==> src/rtl/rr_output_arbiter_pkg.sv <==
// rtl/rr_output_arbiter_pkg.sv - router-wide defines and arbiter state encoding
package rr_output_arbiter_pkg;

  localparam int DIRECTIONS   = 5;
  localparam int NORTH        = 0;
  localparam int EAST         = 1;
  localparam int SOUTH        = 2;
  localparam int WEST         = 3;
  localparam int LOCAL        = 4;
  localparam int PAYLOAD_SIZE = 8;
  localparam int ADDR_SZ      = 4;

  typedef enum logic [1:0] {
    ARB_IDLE = 2'd0,
    ARB_REQ  = 2'd1,
    ARB_WAIT = 2'd2
  } arb_state_e;

endpackage

==> src/rtl/rr_output_arbiter_pick.sv <==
// rtl/rr_output_arbiter_pick.sv - combinational round-robin priority rotator (rr_pick)
// Scans ptr+1, ptr+2, ... mod N and returns the first requester one-hot.
module rr_pick #(
  parameter int N  = 5,
  parameter int PW = (N > 1) ? $clog2(N) : 1
) (
  input  logic [N-1:0]  req,
  input  logic [PW-1:0] ptr,
  output logic [N-1:0]  onehot,
  output logic          any
);

  logic [PW-1:0] idx;
  logic          found;

  always_comb begin
    onehot = '0;
    found  = 1'b0;
    idx    = '0;
    for (int k = 1; k <= N; k++) begin
      idx = PW'((int'(ptr) + k) % N);
      if (!found && req[idx]) begin
        onehot[idx] = 1'b1;
        found       = 1'b1;
      end
    end
  end

  assign any = |req;

endmodule

==> src/rtl/rr_output_arbiter.sv <==
// rtl/rr_output_arbiter.sv - round-robin output port arbiter with ena/busy tx handshake
// Optional ARB_STALL_CNT_EN adds a saturating stall_cnt output.
module rr_output_arbiter
  import rr_output_arbiter_pkg::*;
#(
  parameter int PORTID      = NORTH,
  parameter int N           = DIRECTIONS,
  parameter int W           = PAYLOAD_SIZE + ADDR_SZ,
  parameter int ALLOW_UTURN = 1
) (
  input  logic           clk,
  input  logic           reset,
  input  logic [N-1:0]   req,
  input  logic [N*W-1:0] item_in,
  output logic [N-1:0]   pop,
  output logic [W-1:0]   item_out,
  output logic           ena,
  input  logic           busy,
  output logic [N-1:0]   grant
`ifdef ARB_STALL_CNT_EN
  ,
  output logic [15:0]    stall_cnt
`endif
);

  localparam int PW = (N > 1) ? $clog2(N) : 1;

  arb_state_e    state_q;
  logic [PW-1:0] ptr_q;
  logic [N-1:0]  grant_q;
  logic [W-1:0]  item_q;
  logic          ena_q;

  logic [N-1:0]  uturn_mask;
  logic [N-1:0]  eff_req;
  logic [N-1:0]  pick_oh;
  logic          pick_any;
  logic          start;
  logic [W-1:0]  item_sel;
  logic [PW-1:0] owner_idx;

  assign uturn_mask = (ALLOW_UTURN != 0) ? '0 : (N'(1) << PORTID);
  assign eff_req    = req & ~uturn_mask;

  rr_pick #(.N(N), .PW(PW)) u_pick (
    .req    (eff_req),
    .ptr    (ptr_q),
    .onehot (pick_oh),
    .any    (pick_any)
  );

  // Pop is combinational so the FIFO advances on the same edge the flit is captured.
  assign start = (state_q == ARB_IDLE) && pick_any && !busy && !reset;
  assign pop   = start ? pick_oh : '0;

  always_comb begin
    item_sel = '0;
    for (int i = 0; i < N; i++) begin
      if (pick_oh[i]) item_sel = item_sel | item_in[i*W +: W];
    end
  end

  always_comb begin
    owner_idx = '0;
    for (int i = 0; i < N; i++) begin
      if (grant_q[i]) owner_idx = PW'(i);
    end
  end

  always_ff @(posedge clk or posedge reset) begin
    if (reset) begin
      state_q <= ARB_IDLE;
      ptr_q   <= PW'(N - 1);
      grant_q <= '0;
      item_q  <= '0;
      ena_q   <= 1'b0;
    end else begin
      case (state_q)
        ARB_IDLE: begin
          if (start) begin
            grant_q <= pick_oh;
            item_q  <= item_sel;
            ena_q   <= 1'b1;
            state_q <= ARB_REQ;
          end
        end
        ARB_REQ: begin
          if (busy) begin
            ena_q   <= 1'b0;
            state_q <= ARB_WAIT;
          end
        end
        ARB_WAIT: begin
          // Last winner becomes lowest priority for the next scan.
          if (!busy) begin
            ptr_q   <= owner_idx;
            grant_q <= '0;
            state_q <= ARB_IDLE;
          end
        end
        default: state_q <= ARB_IDLE;
      endcase
    end
  end

  assign grant    = grant_q;
  assign item_out = item_q;
  assign ena      = ena_q;

`ifdef ARB_STALL_CNT_EN
  logic [15:0] stall_q;

  always_ff @(posedge clk or posedge reset) begin
    if (reset) begin
      stall_q <= '0;
    end else if ((|req) && busy && (stall_q != 16'hFFFF)) begin
      stall_q <= stall_q + 16'd1;
    end
  end

  assign stall_cnt = stall_q;
`endif

endmodule

==> config.mk <==
export PLATFORM = sky130hd
export DESIGN_NAME = rr_output_arbiter
export DESIGN_NICKNAME = d
export VERILOG_FILES = /design/src/rtl/rr_output_arbiter_pkg.sv /design/src/rtl/rr_output_arbiter_pick.sv /design/src/rtl/rr_output_arbiter.sv
export SDC_FILE = /design/constraint.sdc
export NUM_CORES = 1
export LEC_CHECK = 0
export BUFFER_PORTS_ARGS = -buffer_cell sky130_fd_sc_hd__buf_2
export CAP_MARGIN = 25
export CELL_PAD_IN_SITES_DETAIL_PLACEMENT = 0
export CELL_PAD_IN_SITES_GLOBAL_PLACEMENT = 1
export CORE_UTILIZATION = 35
export CTS_BUF_LIST = sky130_fd_sc_hd__clkbuf_8 sky130_fd_sc_hd__clkbuf_16
export CTS_CLUSTER_SIZE = 40
export DETAILED_ROUTE_END_ITERATION = 16
export GPL_ROUTABILITY_DRIVEN = 1
export HOLD_SLACK_MARGIN = 0.08
export PLACE_DENSITY = 0.85
export SLEW_MARGIN = 15
export SYNTH_ARGS = -nofsm -noshare
export SYNTH_HDL_FRONTEND = slang
export SYNTH_SLANG_ARGS = --single-unit
==> constraint.sdc <==
create_clock -name clk -period 5.8 [get_ports clk]
set_input_delay 0 -clock clk [delete_from_list [all_inputs] [get_ports clk]]
set_output_delay 0 -clock clk [all_outputs]
set_load 0.1 [all_outputs]
==> impl_results.rst, run 1 <==
.. list-table::
   :header-rows: 1

   * - Metric
     - Value
   * - Status
     - finished, final reports clean
   * - Largest fanout of any net on the critical path
     - 42
   * - Cell area after technology mapping
     - 3160 µm²
   * - Start point of the critical path
     - ptr_q[0]
   * - FF+latch count, synth
     - 23
   * - Peak clock frequency supported by timing
     - 0.181 GHz
   * - Count of distinct cell types in the synthesized netlist
     - 73
   * - Syn Inst Count
     - 396
   * - Via-per-instance ratio
     - 5.84
   * - Number of global-route vias before repair
     - 3431
   * - Routed WL
     - 9710 µm
   * - Die Height
     - 97.0 µm
   * - Average cell area after synthesis
     - 7.97 µm²
   * - Number of flops mapped to enable cells by yosys
     - 0
   * - Cell taking the most area after synthesis
     - sky130_fd_sc_hd__dfrtp_1
   * - Hold violation count in the final report
     - 0
   * - Fin area
     - 4160 µm²
   * - Total area of multi-input combinational cells
     - 2450 µm²
   * - HP Class
     - primary input to flip-flop
   * - Total number of vias
     - 3554
   * - Final period util
     - 95.4%
   * - Avg WL per Cell
     - 15.9 µm
   * - Post-detail-place hpwl
     - 7270 µm
   * - Count of filler cells inserted in the layout
     - 836
   * - Worst slack at placement
     - 0.732 ns
   * - Clock buffer depth
     - 2
   * - Share of synthesized flip-flops with an asynchronous set or reset
     - 100%
   * - Total core area
     - 8720 µm²
   * - Worst hold path cell count
     - 3
   * - Critical path class
     - flip-flop to flip-flop
   * - Met2 track utilization from global routing
     - 35.8%
   * - Worst R2R Setup Slack
     - 0.27 ns
   * - DRT antenna net count
     - 0
   * - Initial DRT Pass Iterations
     - 5
   * - Startpoint of the most critical register-to-register path
     - ptr_q[0]
   * - Register cell area after layout
     - 581 µm²
   * - Buffers added on ports
     - 90
   * - Sequential fraction of the synthesis area
     - 18.3%
   * - Number of antenna repair diodes
     - 0
   * - Pin count of the biggest net entering global routing
     - 43
   * - Met3 demand-to-capacity share in global routing
     - 2.46%
   * - Final worst path period need
     - 5.53 ns
   * - TritonCTS clock tree
     - yes
   * - Number of nets in the final layout
     - 596
   * - Area share of the largest cell type after synthesis
     - 17.4%
   * - Endpoint arrival time on the critical path
     - 5.68 ns
   * - # H-tree levels
     - 1
   * - Number of clock sinks seen by CTS
     - 23
   * - Max-cap violations
     - 0
   * - Number of warning messages in the yosys log
     - 0
   * - Final worst setup slack
     - 0.267 ns
   * - Rows
     - 34
   * - Routability congestion estimate
     - 0.985
   * - Worst setup path endpoint
     - item_out[11]
   * - Main area contributors after synthesis
     - sky130_fd_sc_hd__dfrtp_1, sky130_fd_sc_hd__ha_1, sky130_fd_sc_hd__a22oi_1, sky130_fd_sc_hd__nor2_1, sky130_fd_sc_hd__a31oi_1
   * - Layout cell share with drive strength beyond 1
     - 27.1%
   * - Die Outline Area
     - 9410 µm²
   * - Worst setup EP type
     - flip-flop
   * - Chip Width
     - 97.0 µm
   * - Worst slew pin tran
     - 0.862 ns
   * - Dominant register cell in the synthesized netlist
     - sky130_fd_sc_hd__dfrtp_1
   * - Number of CTS-inserted buffers
     - 3
   * - Initial drt markers
     - 195
   * - Initial Utilization
     - 36.2%
   * - Busiest grt layer
     - met2
   * - Clock tree skew after final layout
     - 0.00635 ns
   * - Source-to-sink clock delay at the later pin of the worst-skew pair
     - 0.27 ns
   * - Setup violators final
     - 0
   * - Number of top-level pins
     - 91
   * - Max Transition Viols Final
     - 0
   * - Total congestion overflow
     - 0
   * - Number of antenna violations at the first check in global routing
     - 0
   * - R2r endpoint
     - item_out[11]
   * - DP Area
     - 3780 µm²
   * - Global-route wire length before repair
     - 16100 µm
   * - Clock-pin transition on the worst setup and hold timing paths
     - 0.09 ns
   * - Overall fraction of global-route tracks in use
     - 20.3%
   * - Synth Net Count
     - 490
   * - Met1 global-route usage
     - 26.2%
   * - DRC violations left
     - 0
   * - Worst setup SP type
     - flip-flop
   * - Worst-case headroom to the max-slew limit
     - 42.5%
   * - Worst EP required
     - 5.94 ns
   * - Synth-to-layout area growth
     - 31.7%
   * - Clk Tree Root Cell
     - sky130_fd_sc_hd__clkbuf_8
   * - Worst-case reg-to-reg path depth
     - 22
-- state kept, by name (all words and copies together), names as in the netlist --
name / cells
ptr_q: 3
state_q: 2
item_out: 12
ena: 1
grant: 5
-- layer usage --
layer  routed length (µm)  share of wire, %
met5                    0                 0
met4                  155               1.6
met3                  566               5.8
met2                 4780                49
met1                 4200                43
-- logic make-up after synthesis --
family	Yosys count	synth area share, %
AOI/OAI and AO/OA	149	34.9
and+or+nand+nor	130	22.1
buffers and inverters	46	6.74
adders and majority gates	26	10.3
DFF	23	18.3
muxes	13	4.40
xor gates and xnor gates	9	3.33
-- metrics by stage --
stage,TNS (ns),util [%],hold slack (ns),instances
floorplan,0,-,0.00118,396
CTS,0,46.8,0.111,608
global route,-0.0703,47.7,0.126,609
finish,0,47.7,0.117,609
detailed placement,0,43.4,0.240,579
global placement,0,43.4,0.232,579
-- worst max-delay path, cell delays in order (launching register included) --
cell and delay (ns):
sky130_fd_sc_hd__dfrtp_1 0.39, sky130_fd_sc_hd__buf_6 0.21, sky130_fd_sc_hd__ha_1 0.32, sky130_fd_sc_hd__xnor2_4 0.34
sky130_fd_sc_hd__inv_2 0.15, sky130_fd_sc_hd__ha_1 0.22, sky130_fd_sc_hd__nor2_1 0.15, sky130_fd_sc_hd__a21o_1 0.24
sky130_fd_sc_hd__xnor2_1 0.20, sky130_fd_sc_hd__inv_1 0.11, sky130_fd_sc_hd__ha_1 0.23, sky130_fd_sc_hd__nor2b_1 0.17
sky130_fd_sc_hd__or3_1 0.37, sky130_fd_sc_hd__o311ai_4 0.15, sky130_fd_sc_hd__nor2_1 0.12, sky130_fd_sc_hd__a22o_1 0.30
sky130_fd_sc_hd__and4b_1 0.20, sky130_fd_sc_hd__o21ai_1 0.13, sky130_fd_sc_hd__o311ai_1 0.10, sky130_fd_sc_hd__buf_4 0.20
sky130_fd_sc_hd__a221oi_1 0.35, sky130_fd_sc_hd__a31oi_1 0.12, sky130_fd_sc_hd__dlygate4sd3_1 0.59
-- cells in the mapped netlist, types with 3 or more instances --
library cell               number
sky130_fd_sc_hd__a211oi_1       4
sky130_fd_sc_hd__a21o_1         8
sky130_fd_sc_hd__a21oi_1       27
sky130_fd_sc_hd__a22oi_1       26
sky130_fd_sc_hd__a31oi_1       22
sky130_fd_sc_hd__and2_1         4
sky130_fd_sc_hd__and3_1         3
sky130_fd_sc_hd__buf_2          8
sky130_fd_sc_hd__buf_4          4
sky130_fd_sc_hd__clkbuf_1       6
sky130_fd_sc_hd__dfrtp_1       22
sky130_fd_sc_hd__ha_1          26
sky130_fd_sc_hd__inv_1         23
sky130_fd_sc_hd__mux2_2         3
sky130_fd_sc_hd__mux2i_1        9
sky130_fd_sc_hd__nand2_1       22
sky130_fd_sc_hd__nand2b_1       7
sky130_fd_sc_hd__nand3_1       10
sky130_fd_sc_hd__nand3b_1       3
sky130_fd_sc_hd__nand4_1        3
sky130_fd_sc_hd__nand4b_1       4
sky130_fd_sc_hd__nor2_1        39
sky130_fd_sc_hd__nor2b_1        4
sky130_fd_sc_hd__nor3_1         9
sky130_fd_sc_hd__nor3b_1        3
sky130_fd_sc_hd__o211ai_1       4
sky130_fd_sc_hd__o21a_1         6
sky130_fd_sc_hd__o21ai_0       12
sky130_fd_sc_hd__o22ai_1        5
sky130_fd_sc_hd__o31ai_1        5
sky130_fd_sc_hd__or3b_2         3
sky130_fd_sc_hd__xnor2_1        6
-- layout by cell type (no fill, tap or decap), types with 8 or more instances in the layout --
cell type                       instances
sky130_fd_sc_hd__a21o_1                 8
sky130_fd_sc_hd__a21oi_1               27
sky130_fd_sc_hd__a22oi_1               26
sky130_fd_sc_hd__a31oi_1               20
sky130_fd_sc_hd__buf_2                 85
sky130_fd_sc_hd__dfrtp_1               22
sky130_fd_sc_hd__dlygate4sd3_1         25
sky130_fd_sc_hd__ha_1                  26
sky130_fd_sc_hd__inv_1                 23
sky130_fd_sc_hd__mux2i_1                9
sky130_fd_sc_hd__nand2_1               22
sky130_fd_sc_hd__nand3_1                8
sky130_fd_sc_hd__nor2_1                39
sky130_fd_sc_hd__nor3_1                 9
sky130_fd_sc_hd__o21ai_0               12
-- what timing repair did --
| action | 4_1_cts | 5_1_grt |
|---|---|---|
| endpoints found under the hold margin | 37 | 0 |
| hold buffers | 25 | 0 |
| setup buffers | 0 | 1 |
| endpoints found under the setup margin | 0 | 11 |
| gates resized for setup | 0 | 9 |
-- worst min-delay path by stage --
stage | startpoint | end | slack [ns]
floorplan | reset | ena | 0.001
global placement | reset | grant[2] | 0.23
detailed placement | reset | grant[2] | 0.24
CTS | item_in[12] | item_out[0] | 0.11
global route | item_in[12] | item_out[0] | 0.13
finish | item_in[12] | item_out[0] | 0.12
-- cell type report --
class / instances / share of cell area, %
multi-input cells: 327 / 59.0
repair buffers: 123 / 20.5
flip-flops and latches: 23 / 14.0
well taps: 108 / 3.25
inverters: 24 / 2.17
clock buffers: 3 / 0.993
clock inverters: 1 / 0.120
Power of run 1 is left out: the tool's default activity adds up to more than one toggle a clock period on the data nets, which glitch-free logic cannot reach.
==> run 2: changes to the inputs <==
--- a/config.mk
+++ b/config.mk
@@ -19,4 +19,5 @@
 export SLEW_MARGIN = 15
 export SYNTH_ARGS = -nofsm -noshare
 export SYNTH_HDL_FRONTEND = slang
+export SYNTH_HIERARCHICAL = 1
 export SYNTH_SLANG_ARGS = --single-unit
==> impl_results.rst, run 2 <==
.. list-table::
   :header-rows: 1

   * - Metric
     - Value
   * - Pin count of the biggest net entering global routing
     - 44 (+2.3%)
   * - Worst-case headroom to the max-slew limit
     - 32.6% (-9.8 points)
   * - HP Class
     - primary input to flip-flop
   * - Layout cell share with drive strength beyond 1
     - 26.9% (-0.25 points)
   * - Setup repair after global routing missed its margin
     - no
   * - Clock-pin transition on the worst setup and hold timing paths
     - 0.08 ns (about the same)
   * - Global-route wire length before repair
     - 16700 µm (+4.0%)
   * - DRT antenna net count
     - 0 (unchanged)
   * - Final worst path period need
     - 5.50 ns (-0.0369 ns)
   * - Worst hold path cell count
     - 3 (unchanged)
   * - Met3 routed wirelength
     - 618 µm (+9.2%)
   * - Total congestion overflow
     - 0 (unchanged)
   * - Leading cell type in the layout, fill and taps excluded
     - sky130_fd_sc_hd__buf_2
   * - Worst EP required
     - 5.80 ns (-0.14 ns)
   * - Startpoint of the most critical register-to-register path
     - ptr_q[1]
   * - Status
     - finished, final reports clean
   * - Highest signal layer in the routed design
     - met4
   * - Die Outline Area
     - 9400 µm² (about the same)
   * - Worst hold margin
     - 0.0832 ns (-0.0336 ns)
   * - Max Transition Viols Final
     - 0 (unchanged)
   * - Hold path start
     - item_in[8]
   * - Post-synth top cells
     - sky130_fd_sc_hd__a21oi_1, sky130_fd_sc_hd__nor2_1, sky130_fd_sc_hd__ha_1
   * - Total met2 wirelength after detailed routing
     - 5040 µm (+5.4%)
   * - FF+latch count, synth
     - 23 (unchanged)
   * - Share of synthesized flip-flops with an asynchronous set or reset
     - 100% (unchanged)
   * - Number of top-level pins
     - 91 (unchanged)
   * - Worst setup EP type
     - primary output
   * - DP Area
     - 3760 µm² (-0.66%)
   * - Via-per-instance ratio
     - 5.98 (+2.4%)
   * - Sequential fraction of the synthesis area
     - 18.3% (about the same)
   * - Setup violators final
     - 0 (unchanged)
   * - Post-detail-place hpwl
     - 7250 µm (-0.37%)
   * - Number of antenna repair diodes
     - 0 (unchanged)
   * - Number of flops mapped to enable cells by yosys
     - 0 (unchanged)
   * - # H-tree levels
     - 1 (unchanged)
   * - TritonCTS clock tree
     - yes
   * - Post-Synth XOR/XNOR Area
     - 2.81% (-0.51 points)
   * - Total core area
     - 8720 µm² (unchanged)
   * - Clock buffer depth
     - 2 (unchanged)
   * - Most numerous cell in the Yosys netlist
     - sky130_fd_sc_hd__a21oi_1
   * - Area share of the largest cell type after synthesis
     - 17.4% (about the same)
   * - Worst slew pin tran
     - 1.01 ns (+0.144 ns)
   * - Hold violation count in the final report
     - 0 (unchanged)
   * - Count of distinct cell types in the synthesized netlist
     - 82 (+12%)
   * - Endpoint arrival time on the critical path
     - 5.50 ns (-0.18 ns)
   * - Start point of the critical path
     - ptr_q[1]
   * - Cell area after technology mapping
     - 3160 µm² (about the same)
   * - Dominant register cell in the synthesized netlist
     - sky130_fd_sc_hd__dfrtp_1
   * - Overall fraction of global-route tracks in use
     - 21.2% (+0.86 points)
   * - Syn Inst Count
     - 394 (-0.51%)
   * - Routed WL
     - 10300 µm (+6.1%)
   * - Main combinational cell family by area after synthesis
     - compound AO/OA/AOI/OAI gates
   * - Critical path class
     - flip-flop to primary output
   * - Die Height
     - 97.0 µm (about the same)
   * - Number of global-route vias before repair
     - 3419 (-0.35%)
   * - Number of clock sinks seen by CTS
     - 23 (unchanged)
   * - Synth Net Count
     - 488 (-0.41%)
   * - Synth-to-layout area growth
     - 31.5%
   * - Number of warning messages in the yosys log
     - 6 (+6)
   * - Buffers added on ports
     - 90 (unchanged)
   * - Average cell area after synthesis
     - 8.01 µm² (+0.47%)
   * - Peak clock frequency supported by timing
     - 0.182 GHz (+0.67%)
   * - Most frequent cells in the layout
     - sky130_fd_sc_hd__buf_2, sky130_fd_sc_hd__dlygate4sd3_1, sky130_fd_sc_hd__a21oi_1
   * - Multiplexer fraction of the synthesized cell area
     - 6.06% (+1.7 points)
   * - Clk Tree Root Cell
     - sky130_fd_sc_hd__clkbuf_8
   * - Routability congestion estimate
     - 0.861 (-13%)
   * - Number of antenna violations at the first check in global routing
     - 0 (unchanged)
   * - Post-CTS Repair Setup Buffers
     - 0 (unchanged)
   * - Simple-gate portion of the synthesized area
     - 23.8% (+1.8 points)
   * - Cell taking the most area after synthesis
     - sky130_fd_sc_hd__dfrtp_1
   * - Source-to-sink clock delay at the later pin of the worst-skew pair
     - 0.27 ns (about the same)
   * - Worst-case reg-to-reg path depth
     - 19 (-14%)
   * - DRC violations left
     - 0 (unchanged)
   * - Summed negative setup slack over all endpoints
     - 0 ns (unchanged)
   * - M1 WL
     - 4410 µm (+4.9%)
   * - Initial DRT Pass Iterations
     - 5 (unchanged)
   * - Rows
     - 34 (unchanged)
   * - Number of flip-flops under the largest register name
     - 12 (unchanged)
   * - Initial drt markers
     - 342 (+75%)
   * - Chip Width
     - 97.0 µm (about the same)
   * - Number of CTS-inserted buffers
     - 3 (unchanged)
   * - Post-synthesis compound-gate area fraction
     - 31.5% (-3.4 points)
   * - Fin area
     - 4150 µm² (-0.18%)
   * - Worst setup SP type
     - flip-flop
   * - Number of nets in the final layout
     - 597 (+0.17%)
   * - Initial Utilization
     - 36.2% (about the same)
   * - Clock tree skew after final layout
     - 0.00228 ns (-0.00407 ns)
   * - Main area contributors after synthesis
     - sky130_fd_sc_hd__dfrtp_1, sky130_fd_sc_hd__ha_1, sky130_fd_sc_hd__a21oi_1, sky130_fd_sc_hd__a222oi_1, sky130_fd_sc_hd__mux2i_1
   * - Max-cap violations
     - 0 (unchanged)
   * - Final period util
     - 94.8% (-0.64 points)
   * - Adder-cell area share of the yosys netlist
     - 10.3% (about the same)
   * - Largest fanout of any net on the critical path
     - 13 (-69%)
   * - Total number of vias
     - 3645 (+2.6%)
   * - Avg WL per Cell
     - 16.9 µm (+5.9%)
## run 2: cell count changes in the layout (fill, tap and decap cells not counted), moves of 4 or more
cell and delta:
sky130_fd_sc_hd__a22oi_1 -13, sky130_fd_sc_hd__a222oi_1 +12, sky130_fd_sc_hd__nor2_1 -12, sky130_fd_sc_hd__dlygate4sd3_1 +8, sky130_fd_sc_hd__a31oi_1 -7, sky130_fd_sc_hd__and2_1 +7, sky130_fd_sc_hd__o21a_1 -5, sky130_fd_sc_hd__a211o_1 +4
sky130_fd_sc_hd__nand4_1 +4, sky130_fd_sc_hd__o22ai_1 -4
## run 2: worst paths after layout
path	end	slack [ns]
setup / recovery	pop[3]	0.30
hold / removal	item_out[8]	0.08
setup reg to reg	item_out[11]	0.44
hold reg to reg	grant[0]	0.50
max in group asynchronous	ptr_q[0]	4.70
min in group asynchronous	item_out[11]	0.50
## run 2: routing by layer
metal / up-vias / GRT usage, %
met5: - / 0
met4: 0 / 5.51
met3: 22 / 2.53
met2: 151 / 35.3
met1: 1736 / 28.8
li1: 1736 / -
## run 2: cell families (layout without fill, tap and decap cells)
family | count (synthesis) | count (layout)
XOR/XNOR | 8 | 8
adder cells (fa/ha/maj) | 26 | 26
AND/OR/NAND/NOR | 133 | 133
buffers and inverters | 53 | 161
AO/OA/AOI/OAI | 135 | 135
multiplexers | 16 | 16
flip-flops | 23 | 23
## run 2: through the flow
step / instances / util, % / setup slack [ns]
3_5_place_dp: 573 / 43.1 / 0.369
4_1_cts: 610 / 47.4 / 0.167
6_report: 610 / 47.6 / 0.304
3_3_place_gp: 573 / 43.1 / 0.530
5_1_grt: 610 / 47.6 / 0.00822
2_1_floorplan: 394 / - / 0.0305
## run 2: layout make-up
| cell class | instances | area, µm² |
|---|---|---|
| inverters | 27 | 101 |
| multi-input cells | 318 | 2410 |
| flip-flops and latches | 23 | 578 |
| clock buffers | 3 | 41.3 |
| well taps | 108 | 135 |
| repair buffers | 130 | 878 |
| fillers | 808 | 4570 |
| clock inverters | 1 | 3.75 |
## run 2: critical path, cell delays in order (launching register included)
cell                       delay (ns)
sky130_fd_sc_hd__dfrtp_1         0.39
sky130_fd_sc_hd__inv_1           0.18
sky130_fd_sc_hd__ha_1            0.33
sky130_fd_sc_hd__xnor2_4         0.18
sky130_fd_sc_hd__inv_2           0.09
sky130_fd_sc_hd__ha_1            0.22
sky130_fd_sc_hd__or2_2           0.33
sky130_fd_sc_hd__o211ai_1        0.34
sky130_fd_sc_hd__and2_4          0.23
sky130_fd_sc_hd__inv_1           0.06
sky130_fd_sc_hd__ha_1            0.20
sky130_fd_sc_hd__nor2b_1         0.16
sky130_fd_sc_hd__o31ai_2         0.42
sky130_fd_sc_hd__mux2i_1         0.17
sky130_fd_sc_hd__nor2_1          0.43
sky130_fd_sc_hd__a311o_1         0.23
sky130_fd_sc_hd__nor4_1          0.06
sky130_fd_sc_hd__or4_4           0.67
sky130_fd_sc_hd__and3_4          0.24
sky130_fd_sc_hd__buf_2           0.28
## run 2: timing repair
action / 4_1_cts / 5_1_grt
hold endpoints to repair: 35 / 0
resized for setup: 0 / 4
setup endpoints to repair: 0 / 16
hold buffers: 33 / 0
Power of run 2 is left out for the same reason.
==> run 3: changes to the inputs <==
--- a/config.mk
+++ b/config.mk
@@ -15,7 +15,7 @@
 export DETAILED_ROUTE_END_ITERATION = 16
 export GPL_ROUTABILITY_DRIVEN = 1
 export HOLD_SLACK_MARGIN = 0.08
-export PLACE_DENSITY = 0.85
+export PLACE_DENSITY_LB_ADDON = 0.1
 export SLEW_MARGIN = 15
 export SYNTH_ARGS = -nofsm -noshare
 export SYNTH_HDL_FRONTEND = slang
==> impl_results.rst, run 3 (synthesis gave the netlist of run 2 again) <==
.. list-table::
   :header-rows: 1

   * - Metric
     - Value
   * - Overall fraction of global-route tracks in use
     - 22.1% (+0.96 points)
   * - Total congestion overflow
     - 0 (unchanged)
   * - Worst EP required
     - 5.80 ns (about the same)
   * - Hold violation count in the final report
     - 0 (unchanged)
   * - Ordered list of cells on the worst path
     - inv_1, ha_1, xnor2_4, inv_2, ha_1, or2_2, o211ai_1, and2_4, inv_1, ha_1, nor2b_1, o31ai_4, o311ai_1, a211o_1, nand4_1, nor4_1, or4_4, and3_4, buf_2
   * - Routability congestion estimate
     - 0.851 (-1.2%)
   * - Cell total after placement
     - 577 (+0.70%)
   * - Buffers added on ports
     - 90 (unchanged)
   * - DRT antenna net count
     - 0 (unchanged)
   * - Max stage delay cell, worst path
     - sky130_fd_sc_hd__or4_4
   * - Summed negative setup slack over all endpoints
     - 0 ns (unchanged)
   * - Cell seen most often among critical-path stages
     - sky130_fd_sc_hd__ha_1
   * - Worst slew pin tran
     - 0.763 ns (-0.243 ns)
   * - Post-CTS Repair Setup Buffers
     - 0 (unchanged)
   * - Initial drt markers
     - 260 (-24%)
   * - Layout cell share with drive strength beyond 1
     - 28.0% (+1.1 points)
   * - Rows
     - 34 (unchanged)
   * - Total core area
     - 8720 µm² (unchanged)
   * - Peak clock frequency supported by timing
     - 0.183 GHz (+0.74%)
   * - DRC violations left
     - 0 (unchanged)
   * - Final period util
     - 94.1% (-0.70 points)
   * - Clock-pin transition on the worst setup and hold timing paths
     - 0.09 ns (about the same)
   * - Initial DRT Pass Iterations
     - 5 (unchanged)
   * - Worst setup EP type
     - primary output
   * - Total number of vias
     - 3604 (-1.1%)
   * - Number of antenna repair diodes
     - 0 (unchanged)
   * - Setup repair after global routing missed its margin
     - no
   * - Setup violators final
     - 0 (unchanged)
   * - Initial Utilization
     - 36.2% (unchanged)
   * - Clk Tree Root Cell
     - sky130_fd_sc_hd__clkbuf_8
   * - Endpoint arrival time on the critical path
     - 5.45 ns (-0.05 ns)
   * - Worst-case headroom to the max-slew limit
     - 48.8% (+16 points)
   * - Critical path class
     - flip-flop to primary output
   * - Number of flip-flops under the largest register name
     - 12 (unchanged)
   * - Number of global-route vias before repair
     - 3375 (-1.3%)
   * - Die Height
     - 97.0 µm (unchanged)
   * - Clock buffer depth
     - 2 (unchanged)
   * - Final worst path period need
     - 5.45 ns (-0.0406 ns)
   * - Count of placed standard cells in the final layout, fillers left out
     - 612 (+0.33%)
   * - Source-to-sink clock delay at the later pin of the worst-skew pair
     - 0.27 ns (about the same)
   * - Cell family with most CP delay
     - simple AND/OR/NAND/NOR gates
   * - # H-tree levels
     - 1 (unchanged)
   * - Max-cap violations
     - 0 (unchanged)
   * - HP Class
     - primary input to flip-flop
   * - Max Transition Viols Final
     - 0 (unchanged)
   * - Pin count of the biggest net entering global routing
     - 41 (-6.8%)
   * - Chip Width
     - 97.0 µm (unchanged)
   * - Synth-to-layout area growth
     - 32.1%
   * - Most frequent cells in the layout
     - sky130_fd_sc_hd__buf_2, sky130_fd_sc_hd__a21oi_1, sky130_fd_sc_hd__dlygate4sd3_1
   * - Largest fanout of any net on the critical path
     - 13 (unchanged)
   * - Post-detail-place hpwl
     - 7940 µm (+9.6%)
   * - Number of CTS-inserted buffers
     - 3 (unchanged)
   * - Number of clock sinks seen by CTS
     - 23 (unchanged)
   * - Buffers plus inverters on the worst setup path
     - 4 (unchanged)
   * - Number of nets in the final layout
     - 599 (+0.34%)
   * - Number of antenna violations at the first check in global routing
     - 0 (unchanged)
   * - Via-per-instance ratio
     - 5.89 (-1.4%)
   * - Routed WL
     - 10500 µm (+2.4%)
   * - Status
     - finished, final reports clean
   * - Highest cell delay on the worst timing path
     - 0.66 ns (about the same)
   * - Leading cell type in the layout, fill and taps excluded
     - sky130_fd_sc_hd__buf_2
   * - Number of top-level pins
     - 91 (unchanged)
   * - Worst setup SP type
     - flip-flop
   * - Avg WL per Cell
     - 17.2 µm (+2.1%)
   * - TritonCTS clock tree
     - yes
   * - Clock tree skew after final layout
     - 0.00402 ns (+0.00174 ns)
   * - Die Outline Area
     - 9400 µm² (unchanged)
   * - Global-route wire length before repair
     - 17000 µm (+1.7%)
run 3: routing by layer:
metal | wire length, µm | GRT usage [%] | up-vias
li1 | - | - | 1741
met1 | 4960 | 31.1 | 1708
met2 | 4950 | 36.4 | 139
met3 | 445 | 2.10 | 16
met4 | 184 | 5.28 | 0
met5 | 0 | 0 | -
run 3: cell type report:
| cell class | count | area [µm²] |
|---|---|---|
| multi-input cells | 318 | 2420 |
| clock buffers | 3 | 41.3 |
| flip-flops and latches | 23 | 578 |
| repair buffers | 132 | 893 |
| fillers | 849 | 4550 |
| clock inverters | 1 | 3.75 |
| well taps | 108 | 135 |
| inverters | 27 | 101 |
run 3: path summary, 6_finish.rpt:
check | start | slack (ns) | to | cells past startpoint
hold reg to reg | grant[0] | 0.50 | grant[0] | 1
setup / recovery | ptr_q[1] | 0.35 | pop[3] | 19
min in group asynchronous | reset | 0.30 | state_q[1] | 3
setup reg to reg | ptr_q[1] | 0.49 | item_out[9] | 19
hold / removal | item_in[48] | 0.08 | item_out[0] | 3
max in group asynchronous | reset | 5.04 | item_out[10] | 4
run 3: per-stage QoR:
step           setup WS [ns]  utilization, %  instance area, µm²  hold slack [ns]
2_1_floorplan         0.0305               -                3200          0.00111
3_3_place_gp           0.437            43.4                3790            0.226
3_5_place_dp           0.270            43.4                3790            0.237
4_1_cts                0.103            47.3                4120           0.0806
5_1_grt               0.0316            47.8                4170           0.0835
6_report               0.345            47.8                4170           0.0760
run 3: worst min-delay path, cell delays in order:
cell	delay (ns)
sky130_fd_sc_hd__buf_2	0.08
sky130_fd_sc_hd__a222oi_1	0.06
sky130_fd_sc_hd__a31oi_1	0.16
run 3: repair_timing:
item	in CTS	in global routing
hold buffers	29	0
endpoints found under the setup margin	0	16
hold endpoints to repair	36	0
resized for setup	0	6
Power of run 3 is left out for the same reason.
